$ cat src/rtl/datamem_pkg.sv
// Shared definitions for the data-memory arbiter: strobe encodings, owner enum, defaults.
package datamem_pkg;

    // Default arbitration limits
    localparam int unsigned DefStarveLimit = 4;
    localparam int unsigned DefMaxBurst    = 8;

    // Store strobe encoding: 000 word, {0,a1,1} half, {1,a1,a0} byte
    localparam logic [2:0] StrbWord   = 3'b000;
    localparam logic [2:0] StrbHalfLo = 3'b001;
    localparam logic [2:0] StrbHalfHi = 3'b011;
    localparam logic [2:0] StrbByte0  = 3'b100;
    localparam logic [2:0] StrbByte1  = 3'b101;
    localparam logic [2:0] StrbByte2  = 3'b110;
    localparam logic [2:0] StrbByte3  = 3'b111;

    // Which requester owns the memory port in a given cycle
    typedef enum logic [1:0] {
        OwnerNone = 2'd0,
        OwnerCore = 2'd1,
        OwnerExt  = 2'd2
    } owner_e;

endpackage

$ cat src/rtl/datamem_arbiter.sv
// Single-port data memory arbiter between the core MEM stage and an external
// loader/debug port. Core has default priority; ext gets starvation relief and
// locked bursts that are periodically broken for one core cycle.
module datamem_arbiter
    import datamem_pkg::*;
#(
    parameter int unsigned STARVE_LIMIT = DefStarveLimit,
    parameter int unsigned MAX_BURST    = DefMaxBurst
) (
    input  logic        clk,
    input  logic        rst,
    // core side
    input  logic        core_req,
    input  logic        core_we,
    input  logic [6:0]  core_addr,
    input  logic [31:0] core_wdata,
    input  logic [2:0]  core_strb,
    output logic        core_stall,
    output logic [31:0] core_rdata,
    // external side
    input  logic        ext_req,
    input  logic        ext_we,
    input  logic        ext_lock,
    input  logic [6:0]  ext_addr,
    input  logic [31:0] ext_wdata,
    input  logic [2:0]  ext_strb,
    output logic        ext_gnt,
    output logic [31:0] ext_rdata,
    output logic        ext_rvalid,
    // memory port
    output logic        mem_we0,
    output logic [6:0]  mem_rd_addr0,
    output logic [6:0]  mem_wr_addr0,
    output logic [31:0] mem_wr_din0,
    output logic [2:0]  mem_wr_strb,
    input  logic [31:0] mem_rd_dout0,
    // statistics
    output logic [15:0] stall_count
);

    // +2 keeps widths non-zero even for a limit of 0
    localparam int unsigned SW = $clog2(STARVE_LIMIT + 2);
    localparam int unsigned BW = $clog2(MAX_BURST + 2);

    logic [SW-1:0] starve_q, starve_d;
    logic [BW-1:0] burst_q, burst_d;
    owner_e        owner_q, owner_d;
    logic          yield_q, yield_d;
    logic [15:0]   stall_q, stall_d;
    logic [31:0]   rdata_q, rdata_d;
    logic          rvalid_q, rvalid_d;

    logic starve_hit;
    logic lock_hold;
    logic ext_win;
    logic core_win;

    // Grant decision: starvation beats everything, lock beats core until the burst limit.
    // A lock survives the single core cycle forced by the burst limit (yield_q).
    always_comb begin
        starve_hit = ext_req && (starve_q == SW'(STARVE_LIMIT));
        lock_hold  = ext_req && ext_lock && ((owner_q == OwnerExt) || yield_q)
                     && (burst_q < BW'(MAX_BURST));
        ext_win    = ext_req && (!core_req || starve_hit || lock_hold);
        core_win   = core_req && !ext_win;
        owner_d    = OwnerNone;
        if (ext_win) begin
            owner_d = OwnerExt;
        end else if (core_win) begin
            owner_d = OwnerCore;
        end
    end

    // Route the owner's request onto the memory port; idle port is fully zeroed.
    always_comb begin
        mem_we0      = 1'b0;
        mem_rd_addr0 = '0;
        mem_wr_addr0 = '0;
        mem_wr_din0  = '0;
        mem_wr_strb  = '0;
        unique case (owner_d)
            OwnerCore: begin
                mem_we0      = core_we;
                mem_rd_addr0 = core_addr;
                mem_wr_addr0 = core_addr;
                mem_wr_din0  = core_wdata;
                mem_wr_strb  = core_strb;
            end
            OwnerExt: begin
                mem_we0      = ext_we;
                mem_rd_addr0 = ext_addr;
                mem_wr_addr0 = ext_addr;
                mem_wr_din0  = ext_wdata;
                mem_wr_strb  = ext_strb;
            end
            default: ;
        endcase
    end

    // Next-state for counters, yield flag and the registered ext read response.
    always_comb begin
        starve_d = '0;
        burst_d  = '0;
        yield_d  = 1'b0;
        stall_d  = stall_q;
        rdata_d  = rdata_q;
        rvalid_d = 1'b0;

        if (ext_req && !ext_win) begin
            starve_d = (starve_q == SW'(STARVE_LIMIT)) ? starve_q : starve_q + 1'b1;
        end

        if (ext_win) begin
            burst_d = (burst_q == BW'(MAX_BURST)) ? burst_q : burst_q + 1'b1;
        end

        // Core took ext's slot only because the burst ran out
        yield_d = core_win && ext_req && (burst_q >= BW'(MAX_BURST));

        if (core_stall && (stall_q != 16'hFFFF)) begin
            stall_d = stall_q + 16'd1;
        end

        if (ext_win && !ext_we) begin
            rvalid_d = 1'b1;
            rdata_d  = mem_rd_dout0;
        end
    end

    // State registers; reset drops any pending response and restarts arbitration.
    always_ff @(posedge clk or negedge rst) begin
        if (!rst) begin
            starve_q <= '0;
            burst_q  <= '0;
            owner_q  <= OwnerNone;
            yield_q  <= 1'b0;
            stall_q  <= '0;
            rdata_q  <= '0;
            rvalid_q <= 1'b0;
        end else begin
            starve_q <= starve_d;
            burst_q  <= burst_d;
            owner_q  <= owner_d;
            yield_q  <= yield_d;
            stall_q  <= stall_d;
            rdata_q  <= rdata_d;
            rvalid_q <= rvalid_d;
        end
    end

    // Outputs
    always_comb begin
        ext_gnt     = ext_win;
        core_stall  = core_req && !core_win;
        core_rdata  = mem_rd_dout0;
        ext_rdata   = rdata_q;
        ext_rvalid  = rvalid_q;
        stall_count = stall_q;
    end

endmodule

$ cat config.mk
export PLATFORM = sky130hd
export DESIGN_NAME = datamem_arbiter
export DESIGN_NICKNAME = d
export VERILOG_FILES = /design/src/rtl/datamem_pkg.sv /design/src/rtl/datamem_arbiter.sv
export SDC_FILE = /design/constraint.sdc
export NUM_CORES = 1
export LEC_CHECK = 0
export CAP_MARGIN = 20
export CORE_MARGIN = 2
export CORE_UTILIZATION = 31
export DETAILED_ROUTE_END_ITERATION = 10
export PLACE_DENSITY = 0.76
export SLEW_MARGIN = 20
export SYNTH_ARGS = -nofsm -noshare
export SYNTH_HDL_FRONTEND = slang
export SYNTH_SLANG_ARGS = --single-unit
$ cat constraint.sdc
create_clock -name clk -period 2.7 [get_ports clk]
set_clock_uncertainty 0.1 [all_clocks]
set_input_delay 0.81 -clock clk [delete_from_list [all_inputs] [get_ports clk]]
set_output_delay 0.81 -clock clk [all_outputs]
set_load 0.02 [all_outputs]
==> flow_summary.rst, run 1 <==
.. list-table::
   :header-rows: 1

   * - Metric
     - Value
   * - Met1 Resource Use GR
     - 20.4%
   * - Violation count after the first detailed-route iteration
     - 136
   * - Initial core utilization
     - around a third
   * - Post-synth cell types
     - 35
   * - Leakage power total
     - ~3.1 nW
   * - FF+latch count, synth
     - 59
   * - Detailed-router iteration count before antenna repair
     - 4
   * - Clock-pin slew on the worst setup and hold paths
     - 0.06 ns
   * - Root buffer cell
     - sky130_fd_sc_hd__clkbuf_8
   * - # H-tree levels
     - 3
   * - Proportion of synthesized chip area in sequential cells
     - 44.5%
   * - Library cell appearing most often on the critical path
     - sky130_fd_sc_hd__buf_6
   * - RSZ-0062 raised after global routing
     - yes
   * - Kind of end point of the critical path
     - output port
   * - Die W
     - 107 um
   * - Register-to-Register Path Depth
     - 11
   * - Area delta synth->final
     - 104%
   * - Global-route wire length before repair
     - 17600 um
   * - Total global routing track utilization
     - 19.6%
   * - Share of power burned in the clock network
     - 26.2%
   * - Pin count of the biggest net entering global routing
     - 34
   * - Hpwl dp
     - between 8000 and 9000 um
   * - Count of nets after finishing
     - a little under 700
   * - TritonCTS clock tree
     - yes
   * - Drt drc
     - 0
   * - Antenna diodes
     - 0
   * - Post-synthesis cell type with the largest combined area
     - sky130_fd_sc_hd__dfrtp_1
   * - Count of pins on the block boundary
     - 256
   * - Switching Power
     - 0.974 mW
   * - Final wirelength
     - 11700 um
   * - Slew at the pin closest to its max-slew limit
     - ~0.65 ns
   * - Post-synthesis compound-gate area fraction
     - between 10% and 20%
   * - Pint
     - 2.28 mW
   * - Buf/Inv on CP
     - 5
   * - Max clock buf depth
     - 2
   * - Peak supply drop
     - 259 uV
   * - List of cells traversed by the critical path
     - buf_6 > nor2b_4 > o21ai_4 > a21oi_4 > buf_12 > nor2b_4 > buf_6 > buf_6 > a22o_4 > buf_6
   * - Cell types with the largest area share after synthesis
     - sky130_fd_sc_hd__dfrtp_1, sky130_fd_sc_hd__mux2_4, sky130_fd_sc_hd__a22o_1, sky130_fd_sc_hd__buf_4, sky130_fd_sc_hd__xnor2_1
   * - Met3 GRT Util
     - between 6 and 7%
   * - Share of synthesized cell area in full adder, half adder and majority cells
     - ~1.9%
   * - Count of hold-fix buffers inserted at cts
     - 0
   * - Crit path launch type
     - input port
   * - Number of gates on the worst path with buffers counted
     - 10
   * - FMAX
     - 0.339 GHz
   * - Final Setup Violations
     - 50
   * - Gate count after technology mapping
     - 273
   * - Number of clock sinks
     - 59
   * - Row count
     - 37
   * - Mux contribution to synthesized area
     - 14.8%
   * - Number of max-cap violations
     - 0
   * - Routability-driven placement congestion ratio
     - 0.761
   * - GRT busiest layer
     - met2
   * - Final number of max-transition violations
     - 0
   * - Data arrival time of the critical path
     - between 2 and 2.5 ns
   * - Antenna-violating nets left
     - 0
   * - Proportion of netlist area held by the largest area contributor
     - 44.5%
   * - Worst-Skew Late Latency
     - 0.33 ns
   * - Commonest cells post-synth
     - sky130_fd_sc_hd__dfrtp_1, sky130_fd_sc_hd__a22o_1, sky130_fd_sc_hd__buf_4
   * - Largest stage delay on the critical path
     - 0.22 ns
   * - Setup slack after placement
     - -1.45 ns
   * - Family with the most delay on the worst path
     - buffers and inverters
   * - Combinational family with the most area after synthesis
     - multiplexers
   * - Most instantiated flip-flop cell in the synthesis netlist
     - sky130_fd_sc_hd__dfrtp_1
   * - Yosys Warn Count
     - 0
   * - Basic-gate share of the synthesized area counting and, or, nand and nor cells
     - 8.00%
   * - Post-synthesis average cell area
     - 12.1 um^2
   * - Number of global-route vias before repair
     - 3535
   * - Antenna violations before repair
     - 0
   * - Overflow after GRT
     - 0
   * - Outcome
     - complete, but fails checks
   * - Switching power as a share of total power
     - around 30%
   * - EDFF count, synth
     - 0
   * - Portion of total power attributed to combinational logic
     - roughly two fifths
   * - CP Data Required Time
     - 1.79 ns
   * - Headroom to the max-slew limit
     - a little under three fifths
   * - Slowest stage cell, crit path
     - sky130_fd_sc_hd__a22o_4
   * - Synthesized Nets
     - 401
   * - Area of the core
     - 10400 um^2
   * - Die boundary height
     - roughly 110 um
   * - Highest net fanout along the worst path
     - 3
   * - Final cycle utilization of the critical path
     - 109%
   * - # fillers
     - approximately 800
   * - Failing checks
     - negative setup slack
   * - Worst min path class
     - input port to asynchronous set/reset pin
   * - Critical path class
     - input port to output port
   * - Via-per-instance ratio
     - 4.68
   * - Crit path time final
     - 2.95 ns
   * - Final count of hold timing violations
     - 0
   * - Power per cell area
     - 481 nW/um^2
   * - Number of port buffers
     - 255
   * - Parity-gate share of the synthesized area counting xor and xnor cells
     - 4.75%
   * - Routing usage on met2
     - 37.5%
   * - Share of flip-flops with an asynchronous set or reset after synthesis
     - 100%
   * - Reg power frac
     - between 30 and 40%
   * - Vias post-DR
     - around 3300
   * - Share of cells above drive strength 1
     - 34.9%
   * - Combined area of all synthesized cells
     - 3320 um^2
   * - Worst-case setup margin in the final layout
     - -0.248 ns
   * - Clock buffer count from CTS
     - 9
   * - Pwr Total
     - about 3.3 mW
   * - Count leader, synth
     - sky130_fd_sc_hd__dfrtp_1
   * - Utilization after layout
     - about two thirds
   * - Routed wire length per instance
     - around 17 um
   * - Area of the die
     - 11500 um^2
[cell usage in the layout, fill, tap and decap left out, types with 2 or more instances in the layout]
cell type and n:
sky130_fd_sc_hd__o21ai_0 2, sky130_fd_sc_hd__nand3_1 8, sky130_fd_sc_hd__buf_4 49, sky130_fd_sc_hd__buf_6 59, sky130_fd_sc_hd__mux2_2 4, sky130_fd_sc_hd__bufinv_16 2
sky130_fd_sc_hd__mux2_4 29, sky130_fd_sc_hd__nor2_1 5, sky130_fd_sc_hd__buf_2 5, sky130_fd_sc_hd__nand4_1 8, sky130_fd_sc_hd__nor2b_4 7, sky130_fd_sc_hd__inv_1 4
sky130_fd_sc_hd__buf_12 6, sky130_fd_sc_hd__dfrtp_1 59, sky130_fd_sc_hd__inv_8 2, sky130_fd_sc_hd__and3_1 8, sky130_fd_sc_hd__dlygate4sd2_1 32, sky130_fd_sc_hd__buf_16 3
sky130_fd_sc_hd__a21oi_1 3, sky130_fd_sc_hd__clkdlybuf4s50_1 167, sky130_fd_sc_hd__ha_1 5, sky130_fd_sc_hd__a22o_1 35, sky130_fd_sc_hd__xnor2_1 15, sky130_fd_sc_hd__xor2_1 3
sky130_fd_sc_hd__clkbuf_8 9, sky130_fd_sc_hd__a22o_4 8, sky130_fd_sc_hd__clkinv_2 2, sky130_fd_sc_hd__nand2_1 5
[sequential cells by signal (all words and copies together), names as in the netlist]
register	flops
stall_count	16
ext_rvalid	1
ext_rdata	32
starve_q	3
burst_q	4
owner_q	2
yield_q	1
[repair_timing]
item | 4_1_cts | 5_1_grt
resized for setup | 356 | 10
setup buffers | 18 | 0
endpoints found under the setup margin | 87 | 51
pin swaps | 26 | 8
gates cloned | 7 | 1
endpoints found under the hold margin | 0 | 0
[per-stage QoR]
step                      setup TNS (ns)  hold WS [ns]  instances  cell area, um^2
after global routing              -12.06         0.420        701             6770
after CTS                          -9.39         0.403        700             6710
final                              -9.96         0.403        701             6770
after floorplan                    -1.36         0.414        273             3450
after detailed placement          -85.73         0.390        661             6140
after global placement            -83.82         0.386        661             6140
[worst paths after layout]
path	from	end	slack (ns)
worst max-delay path	ext_lock	mem_wr_addr0[0]	-0.25
worst min-delay path	rst	ext_rdata[13]	0.40
worst max register to register	starve_q[0]	ext_rdata[1]	0.41
worst min register to register	ext_rdata[18]	ext_rdata[18]	0.41
max in group asynchronous	rst	burst_q[3]	1.49
min in group clk	ext_rdata[18]	ext_rdata[18]	0.41
[kinds of logic (layout without fill, tap and decap cells)]
logic type	after synthesis	count (layout)
AOI/OAI and AO/OA	54	54
xor gates and xnor gates	18	18
adders and majority gates	5	5
buffers and inverters	58	347
DFF	59	59
muxes	34	34
and+or+nand+nor	45	48
[final cells by class]
cell class | instances | area [um^2] | share of cell area, %
tap | 136 | 170 | 2.51
clock buffer | 10 | 128 | 1.89
clock inverter | 5 | 78.8 | 1.16
timing repair inverter | 1 | 11.3 | 0.166
multi-input combinational | 159 | 1600 | 23.7
sequential | 59 | 1480 | 21.8
timing repair buffer | 325 | 3270 | 48.4
inverter | 6 | 30.0 | 0.444
[routing by layer]
layer  share of wire, %  vias up
li1                   -     1535
met1                 35     1558
met2                 54      173
met3                8.9       17
met4                1.9        0
met5                  0        -
[power groups by stage]
stage	logic (mW)	registers, mW	clock network [mW]
after floorplan	0.456	1.23	0
after global routing	1.39	1.10	0.916
after CTS	1.32	1.08	0.883
after detailed placement	1.25	1.10	0
after global placement	1.23	1.09	0
final	1.32	1.08	0.853
(Power assumes the default switching activity.)
==> inputs of run 2 (changes only) <==
- PLACE_DENSITY: 0.76 -> 0.78
==> flow_summary.rst, run 2 (synthesized netlist as in run 1, its figures left out) <==
.. list-table::
   :header-rows: 1

   * - Metric
     - Value
   * - Launch instance of the worst register-to-register path
     - starve_q[0] (unchanged)
   * - Overflow after GRT
     - 0 (unchanged)
   * - Leading cell types in the layout, fill and taps excluded
     - sky130_fd_sc_hd__clkdlybuf4s50_1, sky130_fd_sc_hd__dfrtp_1, sky130_fd_sc_hd__buf_6 (unchanged)
   * - Detailed-router iteration count before antenna repair
     - 4 (unchanged)
   * - Number of max-cap violations
     - 0 (unchanged)
   * - Placed instance area
     - 6120 um^2 (was 6140 um^2)
   * - Area delta synth->final
     - 102% (was 104%)
   * - Clock buffer count from CTS
     - 9 (unchanged)
   * - # fillers
     - 806 (was 804)
   * - Antenna diodes
     - 0 (unchanged)
   * - Count of nets after finishing
     - 684 (was 689)
   * - Fin area
     - 6700 um^2 (was 6770 um^2)
   * - Routed wire length per instance
     - 19.1 um (was 16.7 um)
   * - Final Setup Violations
     - 50 (unchanged)
   * - Register area
     - 1480 um^2 (unchanged)
   * - Area of the die
     - 11500 um^2 (unchanged)
   * - Antenna-violating nets left
     - 0 (unchanged)
   * - Crit path launch type
     - input port (unchanged)
   * - Failing checks
     - negative setup slack (unchanged)
   * - Register-to-Register Path Depth
     - 12 (was 11)
   * - Worst-case setup margin in the final layout
     - -0.273 ns (was -0.248 ns)
   * - Worst-Skew Late Latency
     - 0.34 ns (was 0.33 ns)
   * - Crit path time final
     - 2.97 ns (was 2.95 ns)
   * - Final cycle utilization of the critical path
     - 110% (was 109%)
   * - Critical path class
     - input port to output port (unchanged)
   * - Pin count of the biggest net entering global routing
     - 34 (unchanged)
   * - Utilization after layout
     - 64.6% (was 65.3%)
   * - Data arrival time of the critical path
     - 2.06 ns (was 2.04 ns)
   * - Area of the core
     - 10400 um^2 (unchanged)
   * - Initial core utilization
     - 32.0% (unchanged)
   * - Final number of max-transition violations
     - 0 (unchanged)
   * - Antenna violations before repair
     - 0 (unchanged)
   * - Setup slack after placement
     - -1.48 ns (was -1.45 ns)
   * - Root buffer cell
     - sky130_fd_sc_hd__clkbuf_8 (unchanged)
   * - Leakage power total
     - 3.06 nW (was 3.10 nW)
   * - Slew at the pin closest to its max-slew limit
     - 0.572 ns (was 0.654 ns)
   * - Pwr Total
     - 3.23 mW (was 3.26 mW)
   * - Routability-driven placement congestion ratio
     - 0.921 (was 0.761)
   * - Total global routing track utilization
     - 22.8% (was 19.6%)
   * - Max clock buf depth
     - 2 (unchanged)
   * - Clock-pin slew on the worst setup and hold paths
     - 0.07 ns (was 0.06 ns)
   * - Share of cells above drive strength 1
     - 34.6% (was 34.9%)
   * - Number of clock sinks
     - 59 (unchanged)
   * - Drt drc
     - 0 (unchanged)
   * - Outcome
     - complete, but fails checks (unchanged)
   * - Number of port buffers
     - 255 (unchanged)
   * - Largest register FFs
     - 32 (unchanged)
   * - Kind of end point of the critical path
     - output port (unchanged)
   * - Die W
     - 107 um (unchanged)
   * - Peak supply drop
     - 291 uV (was 259 uV)
   * - Worst reg2reg setup slack
     - 0.40 ns (was 0.41 ns)
   * - Most frequent standard cell in the layout excluding fill and tap cells
     - sky130_fd_sc_hd__clkdlybuf4s50_1 (unchanged)
   * - Headroom to the max-slew limit
     - 61.8% (was 56.4%)
   * - Count of pins on the block boundary
     - 256 (unchanged)
   * - Count of hold-fix buffers inserted at cts
     - 0 (unchanged)
   * - Worst reg2reg endpoint
     - ext_rdata[1] (unchanged)
   * - Die boundary height
     - 107 um (unchanged)
   * - Area of combinational cells with multiple inputs
     - 1600 um^2 (unchanged)
   * - Global-route wire length before repair
     - 19800 um (was 17600 um)
   * - Hpwl dp
     - 9770 um (was 8500 um)
   * - Power per cell area
     - 482 nW/um^2 (was 481 nW/um^2)
   * - Final wirelength
     - 13300 um (was 11700 um)
   * - Number of global-route vias before repair
     - 3706 (was 3535)
   * - Highest net fanout along the worst path
     - 6 (was 3)
   * - Final count of hold timing violations
     - 0 (unchanged)
   * - RSZ-0062 raised after global routing
     - yes (unchanged)
   * - # H-tree levels
     - 3 (unchanged)
   * - Via-per-instance ratio
     - 4.81 (was 4.68)
   * - Vias post-DR
     - 3351 (was 3283)
   * - CP Data Required Time
     - 1.79 ns (about the same)
   * - Row count
     - 37 (unchanged)
   * - Violation count after the first detailed-route iteration
     - 128 (was 136)
   * - FMAX
     - 0.336 GHz (was 0.339 GHz)
   * - Worst min path class
     - input port to asynchronous set/reset pin (unchanged)
   * - TritonCTS clock tree
     - yes (unchanged)
[run 2: what timing repair did]
action,CTS,global route
setup buffers,14,2
pin swaps,37,6
endpoints found under the setup margin,116,52
resized for setup,359,6
cloned,6,1
[run 2: worst max-delay path, stage by stage]
cell and delay, ns:
sky130_fd_sc_hd__buf_6 0.09, sky130_fd_sc_hd__nor2b_4 0.12, sky130_fd_sc_hd__o21ai_4 0.08, sky130_fd_sc_hd__buf_6 0.13, sky130_fd_sc_hd__nand3_4 0.08, sky130_fd_sc_hd__nand2_8 0.11
sky130_fd_sc_hd__inv_8 0.06, sky130_fd_sc_hd__buf_12 0.13, sky130_fd_sc_hd__buf_6 0.11, sky130_fd_sc_hd__a22o_1 0.21, sky130_fd_sc_hd__buf_6 0.14
[run 2: worst max-delay path by stage]
| stage | slack [ns] | endpoint | from |
|---|---|---|---|
| 5_1_grt | -0.32 | mem_wr_din0[13] | ext_lock |
| 2_1_floorplan | -0.12 | mem_wr_addr0[4] | ext_lock |
| 4_1_cts | -0.28 | mem_wr_din0[13] | ext_lock |
| 3_5_place_dp | -1.48 | mem_rd_addr0[5] | ext_lock |
| 3_3_place_gp | -1.44 | mem_rd_addr0[5] | ext_lock |
| 6_report | -0.27 | mem_wr_din0[13] | ext_lock |
[run 2: area by class of cell]
cell class                      count  area share [%]
Timing Repair Buffer              320            47.9
Sequential cell                    59            22.0
Timing Repair inverter              1           0.131
Clock buffer                       10            2.05
Inverter                            6           0.448
Tap cell                          136            2.54
Multi-Input combinational cell    159            23.9
Clock inverter                      6           0.971
[run 2: per-layer routing]
| metal | wire (um) | up-vias | part of all wire [%] | global-route usage, % |
|---|---|---|---|---|
| li1 | - | 1528 | - | - |
| met1 | 4450 | 1601 | 33 | 22.7 |
| met2 | 7320 | 178 | 55 | 42.9 |
| met3 | 756 | 44 | 5.7 | 3.93 |
| met4 | 771 | 0 | 5.8 | 15.2 |
| met5 | 0 | - | 0 | 0 |
[run 2: per-stage QoR]
step / TNS (ns) / hold slack, ns / std cells
global route: -11.10 / 0.391 / 697
CTS: -9.31 / 0.367 / 694
global placement: -88.47 / 0.389 / 658
finish: -9.44 / 0.362 / 697
floorplan: -1.36 / 0.414 / 273
detailed placement: -90.86 / 0.394 / 658
[run 2: power by group]
| part | total, mW | internal, mW | leakage, nW | switching, mW |
|---|---|---|---|---|
| clock | 0.811 | 0.449 | 0.0905 | 0.362 |
| combinational | 1.34 | 0.761 | 2.22 | 0.574 |
| sequential | 1.09 | 1.00 | 0.745 | 0.0851 |
| total | 3.23 | 2.21 | 3.06 | 1.02 |
